**src/rtl/img_dma_pkg.sv**
```systemverilog
// Shared constants for the image DMA front/back-end around filter2d.
// FSM state codes, default widths and buffer region bases.
package img_dma_pkg;
    localparam int AW_DEF       = 17;
    localparam int DW_DEF       = 8;
    localparam int IMG_W        = 256;
    localparam int IMG_H        = 256;
    localparam int IMG_PIX_DEF  = IMG_W * IMG_H;
    localparam int IN_BASE_DEF  = 0;
    localparam int OUT_BASE_DEF = IMG_PIX_DEF;

    typedef logic [2:0] state_t;
    localparam state_t S_IDLE  = 3'd0;
    localparam state_t S_LOAD  = 3'd1;
    localparam state_t S_KICK  = 3'd2;
    localparam state_t S_RUN   = 3'd3;
    localparam state_t S_DRAIN = 3'd4;
    localparam state_t S_DONE  = 3'd5;
endpackage

```
**src/rtl/img_dma_fifo2.sv**
```systemverilog
// Two-entry synchronous FIFO used as the read-return buffer in DRAIN.
// Push and pop may occur together; flush empties it in one cycle.
module img_dma_fifo2 #(
    parameter int DW = 8
) (
    input  logic          clk,
    input  logic          reset,
    input  logic          flush,
    input  logic          push,
    input  logic [DW-1:0] din,
    input  logic          pop,
    output logic [DW-1:0] head,
    output logic [1:0]    count
);
    logic [DW-1:0] mem [2];
    logic          wp, rp;
    logic [1:0]    cnt;

    always_ff @(posedge clk) begin
        if (reset || flush) begin
            wp  <= 1'b0;
            rp  <= 1'b0;
            cnt <= 2'd0;
        end else begin
            if (push) wp <= ~wp;
            if (pop)  rp <= ~rp;
            cnt <= cnt + {1'b0, push} - {1'b0, pop};
        end
    end

    // Storage carries no reset; occupancy alone decides what is valid.
    always_ff @(posedge clk) begin
        if (push) mem[wp] <= din;
    end

    assign head  = mem[rp];
    assign count = cnt;
endmodule

```
**src/rtl/img_dma.sv**
```systemverilog
// Image DMA: streams a raw image into buffer region 0, kicks filter2d, then streams
// region 1 back out. Optional IMG_DMA_CHECKSUM_EN adds a 16-bit output checksum port.
module img_dma
    import img_dma_pkg::*;
#(
    parameter int AW       = AW_DEF,
    parameter int DW       = DW_DEF,
    parameter int IMG_PIX  = IMG_PIX_DEF,
    parameter int IN_BASE  = IN_BASE_DEF,
    parameter int OUT_BASE = OUT_BASE_DEF
) (
    input  logic          clk,
    input  logic          reset,
    input  logic          go,
    input  logic          in_valid,
    output logic          in_ready,
    input  logic [DW-1:0] in_data,
    output logic          out_valid,
    input  logic          out_ready,
    output logic [DW-1:0] out_data,
    output logic          f_start,
    input  logic          f_finish,
    output logic          mem_grant_f,
    output logic          mem_cs,
    output logic          mem_we,
    output logic [AW-1:0] mem_addr,
    output logic [DW-1:0] mem_din,
    input  logic [DW-1:0] mem_dout,
    output logic          busy,
    output logic          done
`ifdef IMG_DMA_CHECKSUM_EN
    ,
    output logic [15:0]   checksum
`endif
);
    localparam int            CW    = $clog2(IMG_PIX) + 1;
    localparam logic [CW-1:0] LAST  = CW'(IMG_PIX - 1);
    localparam logic [CW-1:0] NPIX  = CW'(IMG_PIX);
    localparam logic [CW-1:0] ONE   = CW'(1);
    localparam logic [AW-1:0] IN_B  = AW'(IN_BASE);
    localparam logic [AW-1:0] OUT_B = AW'(OUT_BASE);

    state_t        state;
    logic [CW-1:0] wcnt, rcnt, ocnt;
    logic          rd_pend;
    logic [1:0]    fifo_cnt;
    logic [DW-1:0] fifo_head;
    logic [2:0]    occ;
    logic          in_hs, out_hs, rd_issue, drain_go;

    assign in_ready  = (state == S_LOAD);
    assign in_hs     = in_ready && in_valid;
    assign out_valid = (state == S_DRAIN) && (fifo_cnt != 2'd0);
    assign out_hs    = out_valid && out_ready;
    assign drain_go  = (state == S_RUN) && f_finish;

    // A pop this cycle frees a slot by the time the new read returns, keeping 1 pixel/cycle.
    assign occ      = {1'b0, fifo_cnt} + {2'b0, rd_pend} - {2'b0, out_hs};
    assign rd_issue = (state == S_DRAIN) && (rcnt < NPIX) && (occ < 3'd2);

    always_ff @(posedge clk) begin
        if (reset) begin
            state   <= S_IDLE;
            wcnt    <= '0;
            rcnt    <= '0;
            ocnt    <= '0;
            rd_pend <= 1'b0;
        end else begin
            case (state)
                S_IDLE: if (go) begin
                    state <= S_LOAD;
                    wcnt  <= '0;
                end
                S_LOAD: if (in_valid) begin
                    wcnt <= wcnt + ONE;
                    if (wcnt == LAST) state <= S_KICK;
                end
                S_KICK: state <= S_RUN;
                S_RUN: if (f_finish) begin
                    state   <= S_DRAIN;
                    rcnt    <= '0;
                    ocnt    <= '0;
                    rd_pend <= 1'b0;
                end
                S_DRAIN: begin
                    rd_pend <= rd_issue;
                    if (rd_issue) rcnt <= rcnt + ONE;
                    if (out_hs) begin
                        ocnt <= ocnt + ONE;
                        if (ocnt == LAST) state <= S_DONE;
                    end
                end
                S_DONE: begin
                    state   <= S_IDLE;
                    rd_pend <= 1'b0;
                end
                default: state <= S_IDLE;
            endcase
        end
    end

    img_dma_fifo2 #(.DW(DW)) u_fifo (
        .clk   (clk),
        .reset (reset),
        .flush (drain_go),
        .push  (rd_pend),
        .din   (mem_dout),
        .pop   (out_hs),
        .head  (fifo_head),
        .count (fifo_cnt)
    );

    // Port drive is purely a function of state and handshakes, so reset zeroes it next cycle.
    always_comb begin
        mem_cs   = in_hs || rd_issue;
        mem_we   = in_hs;
        mem_addr = '0;
        mem_din  = '0;
        if (in_hs) begin
            mem_addr = IN_B + AW'(wcnt);
            mem_din  = in_data;
        end else if (rd_issue) begin
            mem_addr = OUT_B + AW'(rcnt);
        end
    end

    assign out_data    = out_valid ? fifo_head : '0;
    assign f_start     = (state == S_KICK);
    assign mem_grant_f = (state == S_KICK) || (state == S_RUN);
    assign busy        = (state != S_IDLE);
    assign done        = (state == S_DONE);

`ifdef IMG_DMA_CHECKSUM_EN
    always_ff @(posedge clk) begin
        if (reset || drain_go) checksum <= '0;
        else if (out_hs)       checksum <= checksum + 16'(out_data);
    end
`endif
endmodule
```
**config.mk**
```make
export PLATFORM = sky130hd
export DESIGN_NAME = img_dma
export DESIGN_NICKNAME = d
export VERILOG_FILES = /design/src/rtl/img_dma_pkg.sv /design/src/rtl/img_dma_fifo2.sv /design/src/rtl/img_dma.sv
export SDC_FILE = /design/constraint.sdc
export NUM_CORES = 1
export LEC_CHECK = 0
export ABC_AREA = 1
export BUFFER_PORTS_ARGS = -buffer_cell sky130_fd_sc_hd__buf_2
export CORE_MARGIN = 2
export CORE_UTILIZATION = 49
export DETAILED_ROUTE_END_ITERATION = 8
export MAX_ROUTING_LAYER = met4
export PLACE_DENSITY = 0.7
export SETUP_SLACK_MARGIN = 0.1
export SYNTH_ARGS = -nofsm -noshare
export SYNTH_HDL_FRONTEND = slang
export SYNTH_HIERARCHICAL = 1
export SYNTH_SLANG_ARGS = --single-unit
```
**constraint.sdc**
```tcl
create_clock -name clk -period 3.1 [get_ports clk]
set_input_delay 0 -clock clk [delete_from_list [all_inputs] [get_ports clk]]
set_output_delay 0 -clock clk [all_outputs]
set_load 0.03 [all_outputs]
```
Yosys cells after proc, flatten, opt, wreduce, memory -nomap -nowiden
Memories as Yosys holds them, arrays and structs flattened. A register that Yosys moved wholly into a read port is not among the register bits.
Index checks and enable logic that the tools add are counted.
{"block": "word_totals", "reg_bits": 59, "n_memories": 1, "mem_bits_rw": 16, "output_inout_bits": 41, "wordCells": 80, "in_bits": 22, "mem_bits_ro": 0, "latchBits": 0}
{"block": "op_classes", "mul": 0, "n_reduce_logical": 20, "magnitude_cmp": 2, "bitwise_logic": 2, "shift": 0, "mux": 25, "n_eq_ne": 14, "div": 0, "n_addsub": 8}
{"memory": "u_fifo.mem", "depth": 2, "word_bits": 8, "read_ports": 1, "rd_clocked_by_memory_dff": 1, "wr": 1, "line": "img_dma_fifo2.sv:15", "rtl": "logic [DW-1:0] mem [2];"}
{"operator": "$mux 17", "n": 7}
{"operator": "$pmux 17 s2", "n": 3}
{"operator": "$add 17x1->17 const B", "n": 3}
{"operator": "$eq 17x16->1 const B", "n": 2}
{"operator": "$mux 3", "n": 6}
{"operator": "$add 17x17->17 const A", "n": 1}
{"operator": "$lt 17x17->1 const B", "n": 1}
{"operator": "$mux 8", "n": 2}
{"operator": "$pmux 3 s5", "n": 1}
{"operator": "$ne 2x2->1 const B", "n": 5}
{"operator": "$reduce_and 3->1", "n": 3}
{"operator": "$eq 3x2->1 const B", "n": 2}
{"operator": "$eq 3x3->1 const B", "n": 2}
{"operator": "$logic_and 1x1->1", "n": 6}
{"operator": "$reduce_and 6->1", "n": 1}
{"operator": "$reduce_bool 2->1", "n": 3}
{"operator": "$reduce_bool 3->1", "n": 2}
{"operator": "$mux 1", "n": 5}
{"operator": "$ne 2x1->1 const B", "n": 2}
{"operator": "$add 2x1->3", "n": 1}
{"operator": "$eq 3x1->1 const B", "n": 1}
{"operator": "$logic_not 3->1", "n": 1}
{"operator": "$logic_or 1x1->1", "n": 3}
{"operator": "$lt 3x2->1 const B", "n": 1}
{"operator": "other kinds (6)", "n": 7}

Depth between registers and ports, before layout
Gate-level depths: netlist (run 1).
{"block": "depth", "word_depth": 8, "depth_mapped": 18, "ltp_nobuf": 18}

Cells and area by module
Netlist (run 1), hierarchy kept.
{"module": "img_dma", "cells_per_inst": 575, "seq_area_each_um2": 1101.1, "area_each_um2": 3468.3, "instances": 1}
{"module": "img_dma_fifo2", "cells_per_inst": 55, "seq_area_each_um2": 580.6, "area_each_um2": 832.0, "instances": 1}

Worst setup path before layout (run 1)
OpenSTA, ideal clock, no wires.
{"block": "synth_path", "kind": "register to output", "start": "register state[1]", "end": "output mem_addr[10]", "arrival_time_ns": 2.901, "path_buffers": 1, "t_required_ns": 3.100, "setup_slack_ns": 0.199, "path_stages_with_launch": 13, "path_cell_list": "dfxtp_1 nor2_2 nand2_4 nor2_4 nand2_4 nor2_1 o21ai_0 fa_1 nand2_1 nor2_1 nand2_2 buf_2 o21ai_0"}
{"block": "synth_between", "elab_chain_cells": 8, "elab_cells_between_ends": 11, "cone_classes": "add/sub (1); order compare (1); eq/ne (2); mux (2); reduce/logical (5)"}
{"element": "start: declaration", "line": "img_dma.sv:43", "rtl": "state_t state;"}
{"element": "start signal: assignment", "line": "img_dma.sv:63", "rtl": "state <= S_IDLE;"}
{"element": "start signal: assignment", "line": "img_dma.sv:71", "rtl": "state <= S_LOAD;"}
{"element": "start signal: assignment", "line": "img_dma.sv:76", "rtl": "if (wcnt == LAST) state <= S_KICK;"}
{"element": "$eq 3x3->1", "line": "img_dma.sv:53", "rtl": "assign out_valid = (state == S_DRAIN) && (fifo_cnt != 2'd0);"}
{"element": "$logic_and 1x1->1", "line": "img_dma.sv:53"}
{"element": "named net out_valid", "line": "img_dma.sv:18", "rtl": "output logic out_valid,"}
{"element": "$logic_and 1x1->1", "line": "img_dma.sv:54", "rtl": "assign out_hs = out_valid && out_ready;"}
{"element": "$sub 3x1->3", "line": "img_dma.sv:58", "rtl": "assign occ = {1'b0, fifo_cnt} + {2'b0, rd_pend} - {2'b0, out_hs};"}
{"element": "$lt 3x2->1", "line": "img_dma.sv:59", "rtl": "assign rd_issue = (state == S_DRAIN) && (rcnt < NPIX) && (occ < 3'd2);"}
{"element": "$logic_and 1x1->1", "line": "img_dma.sv:59"}
{"element": "$mux 17", "line": "img_dma.sv:122", "rtl": "end else if (rd_issue) begin"}
{"element": "$mux 17", "line": "img_dma.sv:119", "rtl": "if (in_hs) begin"}
{"element": "end: declaration", "line": "img_dma.sv:26", "rtl": "output logic [AW-1:0] mem_addr,"}
The timed path passes the listed nets, and every way through them passes these cells.

Final worst setup path (run 1)
{"block": "layout_path", "start": "register state[1]", "end": "output mem_addr[5]"}
{"block": "layout_between", "elab_chain_cells": 8, "elab_cells_between_ends": 11, "cone_classes": "add/sub (1); order compare (1); eq/ne (2); mux (2); reduce/logical (5)"}
{"element": "$eq 3x3->1", "line": "img_dma.sv:53"}
{"element": "$logic_and 1x1->1", "line": "img_dma.sv:53"}
{"element": "$logic_and 1x1->1", "line": "img_dma.sv:54"}
{"element": "named net out_hs", "line": "img_dma.sv:49", "rtl": "logic in_hs, out_hs, rd_issue, drain_go;"}
{"element": "$sub 3x1->3", "line": "img_dma.sv:58"}
{"element": "$lt 3x2->1", "line": "img_dma.sv:59"}
{"element": "$logic_and 1x1->1", "line": "img_dma.sv:59"}
{"element": "$mux 17", "line": "img_dma.sv:122"}
{"element": "$mux 17", "line": "img_dma.sv:119"}
The timed path passes the listed nets, and every way through them passes these cells.

==> results of run 1 <==
-- registers in the layout, summed over array words and instances (netlist names), named ones only --
signal / cells
u_fifo/mem: 16
u_fifo/wp: 1
u_fifo/rp: 1
state: 3
u_fifo/count: 2
rd_pend: 1
rcnt: 17
wcnt: 17
ocnt: 17
-- metrics by stage --
| step | std cells | worst slack [ps] |
|---|---|---|
| global route | 815 | 134.9 |
| finish | 815 | 303.7 |
| detailed placement | 791 | 210.9 |
| CTS | 814 | 90.25 |
| floorplan | 630 | 199.1 |
| global placement | 791 | 384.6 |
-- routing by layer --
metal  wire length [um]  GRT usage [%]
met2               4492          34.43
met3                461          3.309
met1               4860          29.14
met4                118          6.517
met5                  0              -
-- worst paths after layout --
path / cells after the start / startpoint / slack, ps / endpoint
worst max-delay path: 13 / state[1] / 300 / mem_addr[5]
worst max register to register: 16 / state[1] / 420 / rcnt[14]
worst min register to register: 2 / wcnt[16] / 470 / wcnt[16]
worst min-delay path: 2 / reset / 20 / rcnt[5]
-- synth_stat cells --
cell / number / area share [%]
nand2_1: 157 / 14
inv_1: 111 / 9.7
nor2_1: 89 / 7.8
dfxtp_1: 60 / 28
a21oi_1: 41 / 4.8
nand3_1: 39 / 4.5
o21ai_0: 39 / 4.5
edfxtp_1: 16 / 11
nor3_1: 12 / 1.4
mux2_4: 8 / 2.8
ha_1: 7 / 2.0
nand2_4: 6 / 1.6
nand4_1: 6 / 0.87
nor2_2: 6 / 0.87
nand2_2: 4 / 0.58
nor2_4: 4 / 1.0
inv_2: 3 / 0.26
buf_2: 2 / 0.23
buf_4: 2 / 0.35
buf_6: 2 / 0.52
buf_8: 2 / 0.70
nand3b_1: 2 / 0.35
o21ai_1: 2 / 0.23
a21boi_0: 1 / 0.17
clkbuf_1: 1 / 0.087
fa_1: 1 / 0.47
nand3b_2: 1 / 0.26
o21a_1: 1 / 0.17
o21ai_2: 1 / 0.20
o22ai_1: 1 / 0.15
or2_2: 1 / 0.15
xnor2_1: 1 / 0.20
xor2_1: 1 / 0.20
-- area by class of cell --
cell class,instances,area (um^2)
multi-input cells,432,2162
inverters,114,427.9
flip-flops and latches,76,1690
well taps,108,135.1
repair buffers,70,407.9
fillers,829,3623
clock inverters,6,65.06
clock buffers,9,123.9
-- power by group --
group	switching, mW	total [mW]	internal, mW	leakage, nW
combinational	0.396	0.543	0.147	1.56
clock	0.382	0.751	0.369	0.0955
sequential	0.0370	1.07	1.04	0.629
total	0.815	2.37	1.55	2.28
-- what timing repair did --
action	4_1_cts	5_1_grt
gates cloned	0	1
hold buffers	8	0
pin swaps	0	1
gates resized for setup	9	19
endpoints found under the setup margin	17	33
hold endpoints to repair	16	0
-- logic make-up after synthesis --
kind of cell | Yosys count | synth area share, %
flip-flops | 76 | 39.10
adder cells (fa/ha/maj) | 8 | 2.502
multiplexers | 8 | 2.793
buffers and inverters | 123 | 11.84
AND/OR/NAND/NOR | 327 | 33.11
XOR/XNOR | 2 | 0.4074
AO/OA/AOI/OAI | 86 | 10.24
-- critical path, cell delays in order, from the launching register on --
cell and delay (ps):
dfxtp_4 410, nor2_4 50, nand2_4 130, nor2_4 50, nand2_4 140, inv_1 120, nor2_1 120, o21ai_1 80
fa_1 530, nand2_1 80, nor2_2 170, nand2_4 150, o21ai_1 190, clkbuf_4 220
==> run metrics, run 1 <==
first-pass GRT wire length 16660 um; initial antenna violation count 0; CTS Buf Count 9; Static Leak 2.281 nW; Net Count, Synth 660; final core utilization 58.04%; area grow syn2layout 16.56%; final WL 9933 um; PortBufs 62; Max-Cap Viols 0; All-Layer GR Usage 21.79%; maximum number of pins on one net before global-route repair 27; synthesized area 4300 um^2; CP arrival 2800 ps; H-tree levels 3; Die Ht 97.68 um; Clock transition at path regs 80 ps; via count 4106; Critical Path RT 3100 ps; Max FO, Critical Path 13; CTS Root Cell clkbuf_8; CTS tree built; Clock Skew 9.381 ps; Syn. warnings 6; Die X 97.68 um; Core Region 8636 um^2; hold_ws 21.64 ps; Cells after Synth 630; worst vdd ir 0.0003740 V; PD cells 472.6 nW/um^2; setup TNS 0 ps; die area 9541 um^2; clock sinks 76; Synth cell types 33; Max clock buf depth 2; min cycle time layout 2796 ps; clk_lat worst skew 350 ps; fmax 357.6 MHz; Final Hold Fails 0; synthesized area per cell 6.826 um^2; IO Pins 63; GP Congestion 0.9611; most common cell after layout, fill and taps aside nand2_1; most frequent cells in the layout nand2_1 (157), inv_1 (111), nor2_1 (86), dfxtp_1 (57), buf_2 (55); fin area 5012 um^2; layout net count 733; max_slew headroom 56.68%; Final ANT Viol Nets 0; final setup vio count 0; status finished clean; post-synthesis sequential area ratio 39.10%; Iter 0 DRT Violations 252; post-DP HPWL 7405 um; Final Max Tran Viols 0; crit share post-route 90.20%; grt ovf 0; placed cell area 4664 um^2; Starting Density 49.80%; wire per inst 12.19 um; Worst-Margin Slew 647.4 ps; RSZ-0062 raised after global routing false; ANT cells 0; Vias/cell 5.038; share of layout cells above drive strength 1 17.11%; Pre-antenna DRT Iters 5; DRC violations left 0; WS Path Type reg -> out; critical path capture point type output pin; Post-CTS Setup Bufs 0; row count 34; vias in the first global route 3718; flops & latches, synth 76; startpoint types flop; Pwr Total 2.369 mW; Hold/Removal Path Class in -> reg
No activity file was read; power rests on OpenSTA's default activity.
==> run 2: changes to the inputs <==
--- a/config.mk
+++ b/config.mk
@@ -11,7 +11,7 @@
 export CORE_UTILIZATION = 49
 export DETAILED_ROUTE_END_ITERATION = 8
 export MAX_ROUTING_LAYER = met4
-export PLACE_DENSITY = 0.7
+export PLACE_DENSITY = 0.77
 export SETUP_SLACK_MARGIN = 0.1
 export SYNTH_ARGS = -nofsm -noshare
 export SYNTH_HDL_FRONTEND = slang
==> constraint.sdc (replaced) <==
create_clock -name clk -period 3.3 [get_ports clk]
set_input_delay 0 -clock clk [delete_from_list [all_inputs] [get_ports clk]]
set_output_delay 0 -clock clk [all_outputs]
set_load 0.03 [all_outputs]
==> run 2 against run 1 <==
  * Via count up 0.27%
  * Global-route usage fell by 0.69 points
  * Sequential power shrank 7%
  * Sequential cell count did not move
  * Core utilization down 1.0 points
  * Sequential share of layout area grew 0.46 points
  * First-iteration DRC count fell by 23%
  * Die area unchanged
  * Worst setup slack better by 12 ps
  * Hold slack worse by 20 ps
  * Design area decreased by 1.8%
  * Final cell count is the same
  * Largest cell class unchanged
==> run metrics, run 2 (same netlist as run 1, synthesis figures left out) <==
DRC violations left 0 (unchanged); Pre-antenna DRT Iters 5 (unchanged); IO Pins 63 (unchanged); post-DP HPWL 7196 um (was 7405 um); layout net count 732 (was 733); Worst Reg-to-Reg Cells 14 (was 16); most common cell after layout, fill and taps aside nand2_1 (unchanged); Starting Density 49.80% (unchanged); DP Cell Count 791 (unchanged); critical path capture point type output pin (unchanged); Final Max Tran Viols 0 (unchanged); Clock Skew 11.57 ps (was 9.381 ps); hold_sp reset (unchanged); startpoint types flop (unchanged); Die X 97.68 um (unchanged); PD cells 431.0 nW/um^2 (was 472.6 nW/um^2); fmax 335.1 MHz; share of layout cells above drive strength 1 15.70% (was 17.11%); row count 34 (unchanged); Max clock buf depth 2 (unchanged); area grow syn2layout 14.49% (was 16.56%); Hold Path Cell Cnt 2 (unchanged); GP Congestion 0.8839 (was 0.9611); final setup vio count 0 (unchanged); clock sinks 76 (unchanged); status finished clean (unchanged); vias in the first global route 3758 (was 3718); clk_lat worst skew 360 ps (was 350 ps); setup TNS 0 ps (unchanged); Max FO, Critical Path 13 (unchanged); Hold/Removal Path Class in -> reg (unchanged); Worst-Margin Slew 630.6 ps (was 647.4 ps); worst hold endpoint rcnt[5] (unchanged); first-pass GRT wire length 16280 um (was 16660 um); CTS Buf Count 9 (unchanged); min cycle time layout 2984 ps; RSZ-0062 raised after global routing true (was false); maximum number of pins on one net before global-route repair 27 (unchanged); fin worst setup slack 315.8 ps (was 303.7 ps); via count 4117 (was 4106); Final ANT Viol Nets 0 (unchanged); flop-to-flop setup slack 530 ps (was 420 ps); Pwr Total 2.122 mW (was 2.369 mW); CP arrival 2980 ps (was 2800 ps); die area 9541 um^2 (unchanged); CTS Root Cell clkbuf_8 (unchanged); Die Ht 97.68 um (unchanged); worst reg2reg startpoint state[0] (was state[1]); wire per inst 11.78 um (was 12.19 um); All-Layer GR Usage 21.10% (was 21.79%); crit share post-route 90.43%; Vias/cell 5.052 (was 5.038); grt ovf 0 (unchanged); worst vdd ir 0.0003882 V (was 0.0003740 V); biggest regs ocnt x17, rcnt x17, wcnt x17 (unchanged); max_slew headroom 57.81% (was 56.68%); WS Path Type reg -> out (unchanged); Iter 0 DRT Violations 193 (was 252); Core Region 8636 um^2 (unchanged); CTS tree built (unchanged); post-place setup slack 504.0 ps (was 210.9 ps); Final Hold Fails 0 (unchanged); H-tree levels 3 (unchanged); Reg-to-Reg End rcnt[15] (was rcnt[14]); final cell count without fillers 815 (unchanged); Static Leak 2.251 nW (was 2.281 nW); ANT cells 0 (unchanged); Max-Cap Viols 0 (unchanged); most frequent cells in the layout nand2_1 (157), inv_1 (111), nor2_1 (89), buf_2 (62), dfxtp_1 (59) (was nand2_1 (157), inv_1 (111), nor2_1 (86), dfxtp_1 (57), buf_2 (55)); PortBufs 62 (unchanged); Clock transition at path regs 80 ps (about the same); initial antenna violation count 0 (unchanged); final WL 9598 um (was 9933 um); Critical Path RT 3300 ps (was 3100 ps)
-- run 2: cell types whose count changed in the layout (fill, tap and decap cells not counted), sizes merged --
cell	change
clkinv	-1
nor2	-1
clkbuf	-2
buf	+3
clkinvlp	+2
bufinv	-1
-- run 2: how the worst max path moves through the flow --
stage | endpoint | slack, ps | cells after the start | start
finish | mem_addr[5] | 320 | 12 | state[0]
CTS | mem_addr[16] | 270 | 11 | state[2]
global route | mem_addr[13] | 80 | 12 | state[0]
detailed placement | rcnt[15] | 500 | 13 | state[2]
global placement | rcnt[14] | 610 | 14 | state[2]
floorplan | mem_addr[10] | 400 | 12 | state[1]
-- run 2: power breakdown --
group	internal [mW]	switching, mW	leakage [nW]
registers	0.969	0.0311	0.628
clock network	0.272	0.354	0.0763
logic	0.132	0.364	1.55
-- run 2: area by class of cell --
| type | count | area [um^2] |
|---|---|---|
| tap | 108 | 135.1 |
| multi-input combinational | 431 | 2120 |
| inverter | 114 | 427.9 |
| fill | 834 | 3712 |
| clock buffer | 10 | 127.6 |
| timing repair buffer | 70 | 390.4 |
| clock inverter | 6 | 40.04 |
| sequential | 76 | 1683 |
-- run 2: routing by layer --
layer  track usage, %  up-vias  share of wire [%]
li1                 -     2117                  -
met1            26.26     1884                 47
met2            34.54      103                 47
met3            4.388       13                4.2
met4            6.731        0                1.6
met5                -        -                  0
-- run 2: worst max-delay path, stage by stage, from the launching register on --
cell and delay (ps):
dfxtp_1 380, nor2_2 190, nand2_4 120, nor2_4 140, nand2_4 110, nor2_1 170
o21ai_0 130, fa_1 520, nand2_1 60, nor2_1 180, nand2_4 140, o21ai_0 230
buf_2 240
-- run 2: per-stage QoR --
step                      area, um^2  hold WS (ps)  utilization [%]
after CTS                       4912        0.4020            56.88
after floorplan                 4300         98.87                -
after global placement          4664         194.3            54.01
after detailed placement        4664         198.5            54.01
final                           4923         2.038            57.01
after global routing            4923         24.02            57.01
-- run 2: timing repair --
action	in CTS	in global routing
hold endpoints to repair	16	0
hold buffers	8	0
endpoints found under the setup margin	0	16
setup buffers	0	0
gates resized for setup	0	4
==> run 3: changes to the inputs <==
--- a/config.mk
+++ b/config.mk
@@ -7,6 +7,7 @@
 export LEC_CHECK = 0
 export ABC_AREA = 1
 export BUFFER_PORTS_ARGS = -buffer_cell sky130_fd_sc_hd__buf_2
+export CORE_ASPECT_RATIO = 0.7
 export CORE_MARGIN = 2
 export CORE_UTILIZATION = 49
 export DETAILED_ROUTE_END_ITERATION = 8
==> constraint.sdc (replaced) <==
create_clock -name clk -period 3.3 [get_ports clk]
set_input_delay 0.165 -clock clk [delete_from_list [all_inputs] [get_ports clk]]
set_output_delay 0.165 -clock clk [all_outputs]
set_load 0.03 [all_outputs]
==> run 3 against run 2 <==
  * Non-clock buffer count down 7
  * Fmax decreased by 0.25%
  * Critical path depth did not move
  * Core utilization rose by 2.3 points
  * Register-to-register slack improved by 30 ps
  * Design area increased by 2.1%
  * Die area increased by 0.13%
  * Sequential power hardly changed
  * Clock skew decreased by 4.6 ps
  * Wire length increased by 6.2%
  * Combinational power about the same
==> run metrics, run 3 (same netlist as run 1, synthesis figures left out) <==
Pre-antenna DRT Iters 5 (unchanged); clock share of power 41.1% (was 29.5%); share of layout cells above drive strength 1 16.71% (was 15.70%); IO Pins 63 (unchanged); All-Layer GR Usage 22.92% (was 21.10%); Static Leak 2.300 nW (was 2.251 nW); Core Region 8478 um^2 (was 8636 um^2); CTS Buf Count 9 (unchanged); clk_lat worst skew 340 ps (was 360 ps); Max FO, Critical Path 13 (unchanged); Hold/Removal Path Class in -> reg (unchanged); GP Congestion 0.8898 (was 0.8839); post-DP HPWL 7576 um (was 7196 um); layout net count 725 (was 732); CP arrival 2830 ps (was 2980 ps); Vias/cell 5.048 (was 5.052); cell internal pwr 1.763 mW (was 1.373 mW); Final Max Tran Viols 0 (unchanged); maximum number of pins on one net before global-route repair 27 (unchanged); CTS Root Cell clkbuf_16 (was clkbuf_8); Die X 116.0 um (was 97.68 um); Worst Reg-to-Reg Cells 13 (was 14); Starting Density 50.72% (was 49.80%); most common cell after layout, fill and taps aside nand2_1 (unchanged); vias in the first global route 3631 (was 3758); grt ovf 0 (unchanged); Combinational Power Share 19.4% (was 23.4%); Clock transition at path regs 60 ps (was 80 ps); setup TNS 0 ps (unchanged); via count 4139 (was 4117); fin worst setup slack 308.2 ps (was 315.8 ps); CTS tree built (unchanged); WS Path Type reg -> out (unchanged); Max clock buf depth 2 (unchanged); PortBufs 62 (unchanged); fmax 334.2 MHz (was 335.1 MHz); DRC violations left 0 (unchanged); final setup vio count 0 (unchanged); Seq pwr share 39.4% (was 47.1%); biggest regs ocnt x17, rcnt x17, wcnt x17 (unchanged); Max-Cap Viols 0 (unchanged); die area 9554 um^2 (was 9541 um^2); most frequent cells in the layout nand2_1 (157), inv_1 (111), nor2_1 (88), buf_2 (61), dfxtp_1 (57) (was nand2_1 (157), inv_1 (111), nor2_1 (89), buf_2 (62), dfxtp_1 (59)); net switching power 0.7898 mW (was 0.7491 mW); Final Hold Fails 0 (unchanged); Iter 0 DRT Violations 342 (was 193); H-tree levels 3 (unchanged); switch share 30.94% (was 35.30%); clock sinks 76 (unchanged); RSZ-0062 raised after global routing false (was true); min cycle time layout 2992 ps (was 2984 ps); initial antenna violation count 0 (unchanged); crit share post-route 90.66% (was 90.43%); ANT cells 0 (unchanged); CTS Hold Bufs 0 (was 8); final WL 10190 um (was 9598 um); status finished clean (unchanged); critical path capture point type output pin (unchanged); startpoint types flop (unchanged); PD cells 507.8 nW/um^2 (was 431.0 nW/um^2); row count 28 (was 34); max_slew headroom 53.10% (was 57.81%); Worst-Margin Slew 700.9 ps (was 630.6 ps); Final ANT Viol Nets 0 (unchanged); area grow syn2layout 16.90% (was 14.49%); Clock Skew 6.967 ps (was 11.57 ps); first-pass GRT wire length 16610 um (was 16280 um); Hold Path Cell Cnt 1 (was 2); post-place setup slack 423.5 ps (was 504.0 ps); Critical Path RT 3130 ps (was 3300 ps); wire per inst 12.43 um (was 11.78 um); Die Ht 82.38 um (was 97.68 um); worst vdd ir 0.0003296 V (was 0.0003882 V)
## run 3: cell types whose count changed in the layout (fill, tap and decap cells not counted), moves of 2 or more
cell	previous run	this run
dlygate4sd3_1	8	0
clkbuf_8	9	0
clkinv_2	1	3
bufinv_16	0	2
clkinvlp_4	3	1
clkbuf_16	0	9
o21ai_0	38	35
dfxtp_1	59	57
dfxtp_2	1	3
o21ai_1	3	6
## run 3: final timing paths
check	from	endpoint	slack, ps
worst min register to register	ocnt[1]	ocnt[1]	470
worst max register to register	u_fifo/count[1]	rcnt[13]	560
worst max-delay path	u_fifo/count[1]	mem_addr[5]	310
worst min-delay path	mem_dout[3]	u_fifo/mem[0][3]	10
## run 3: cell type report
class | instances | area (um^2)
Sequential cell | 76 | 1685
Clock buffer | 9 | 225.2
Multi-Input combinational cell | 431 | 2127
Timing Repair Buffer | 63 | 320.3
Clock inverter | 7 | 91.34
Fill cell | 803 | 3451
Inverter | 114 | 427.9
Tap cell | 120 | 150.1
## run 3: worst max-delay path, stage by stage (launching register included)
cell and delay (ps):
dfxtp_1 380, nor2_1 240, nor2_4 80, nand2_4 130, inv_1 120, nor2_1 100
o21ai_0 100, fa_1 520, nand2_1 60, nor2_1 190, nand2_4 140, o21ai_1 190
buf_2 230
## run 3: metrics by stage
step	total power, mW	instances	hold slack [ps]	instance area [um^2]	utilization (%)
floorplan	1.396	630	263.9	4300	-
global placement	1.495	803	357.2	4679	55.19
detailed placement	1.505	803	356.6	4679	55.19
CTS	2.552	819	6.153	5002	59.00
global route	2.661	820	2.971	5027	59.30
finish	2.553	820	11.69	5027	59.30
## run 3: power groups by stage
stage | Clock, mW | Sequential [mW] | Combinational, mW
floorplan | 0 | 1.01 | 0.384
global placement | 0 | 1.02 | 0.477
detailed placement | 0 | 1.02 | 0.484
CTS | 1.06 | 1.00 | 0.487
global route | 1.10 | 1.01 | 0.547
finish | 1.05 | 1.01 | 0.496
## run 3: repair_timing
item                                    in CTS  in global routing
setup buffers                                0                  1
pin swaps                                    0                  1
hold endpoints to repair                     0                  0
resized for setup                            2                 10
endpoints found under the setup margin       4                 18
## run 3: metal layers
metal  up-vias  part of all wire [%]  global-route usage (%)
li1       2111                     -                       -
met1      1851                    48                   30.76
met2       168                    45                   35.15
met3         9                   6.8                   4.453
met4         0                  0.77                   7.619
met5         -                     0                       -
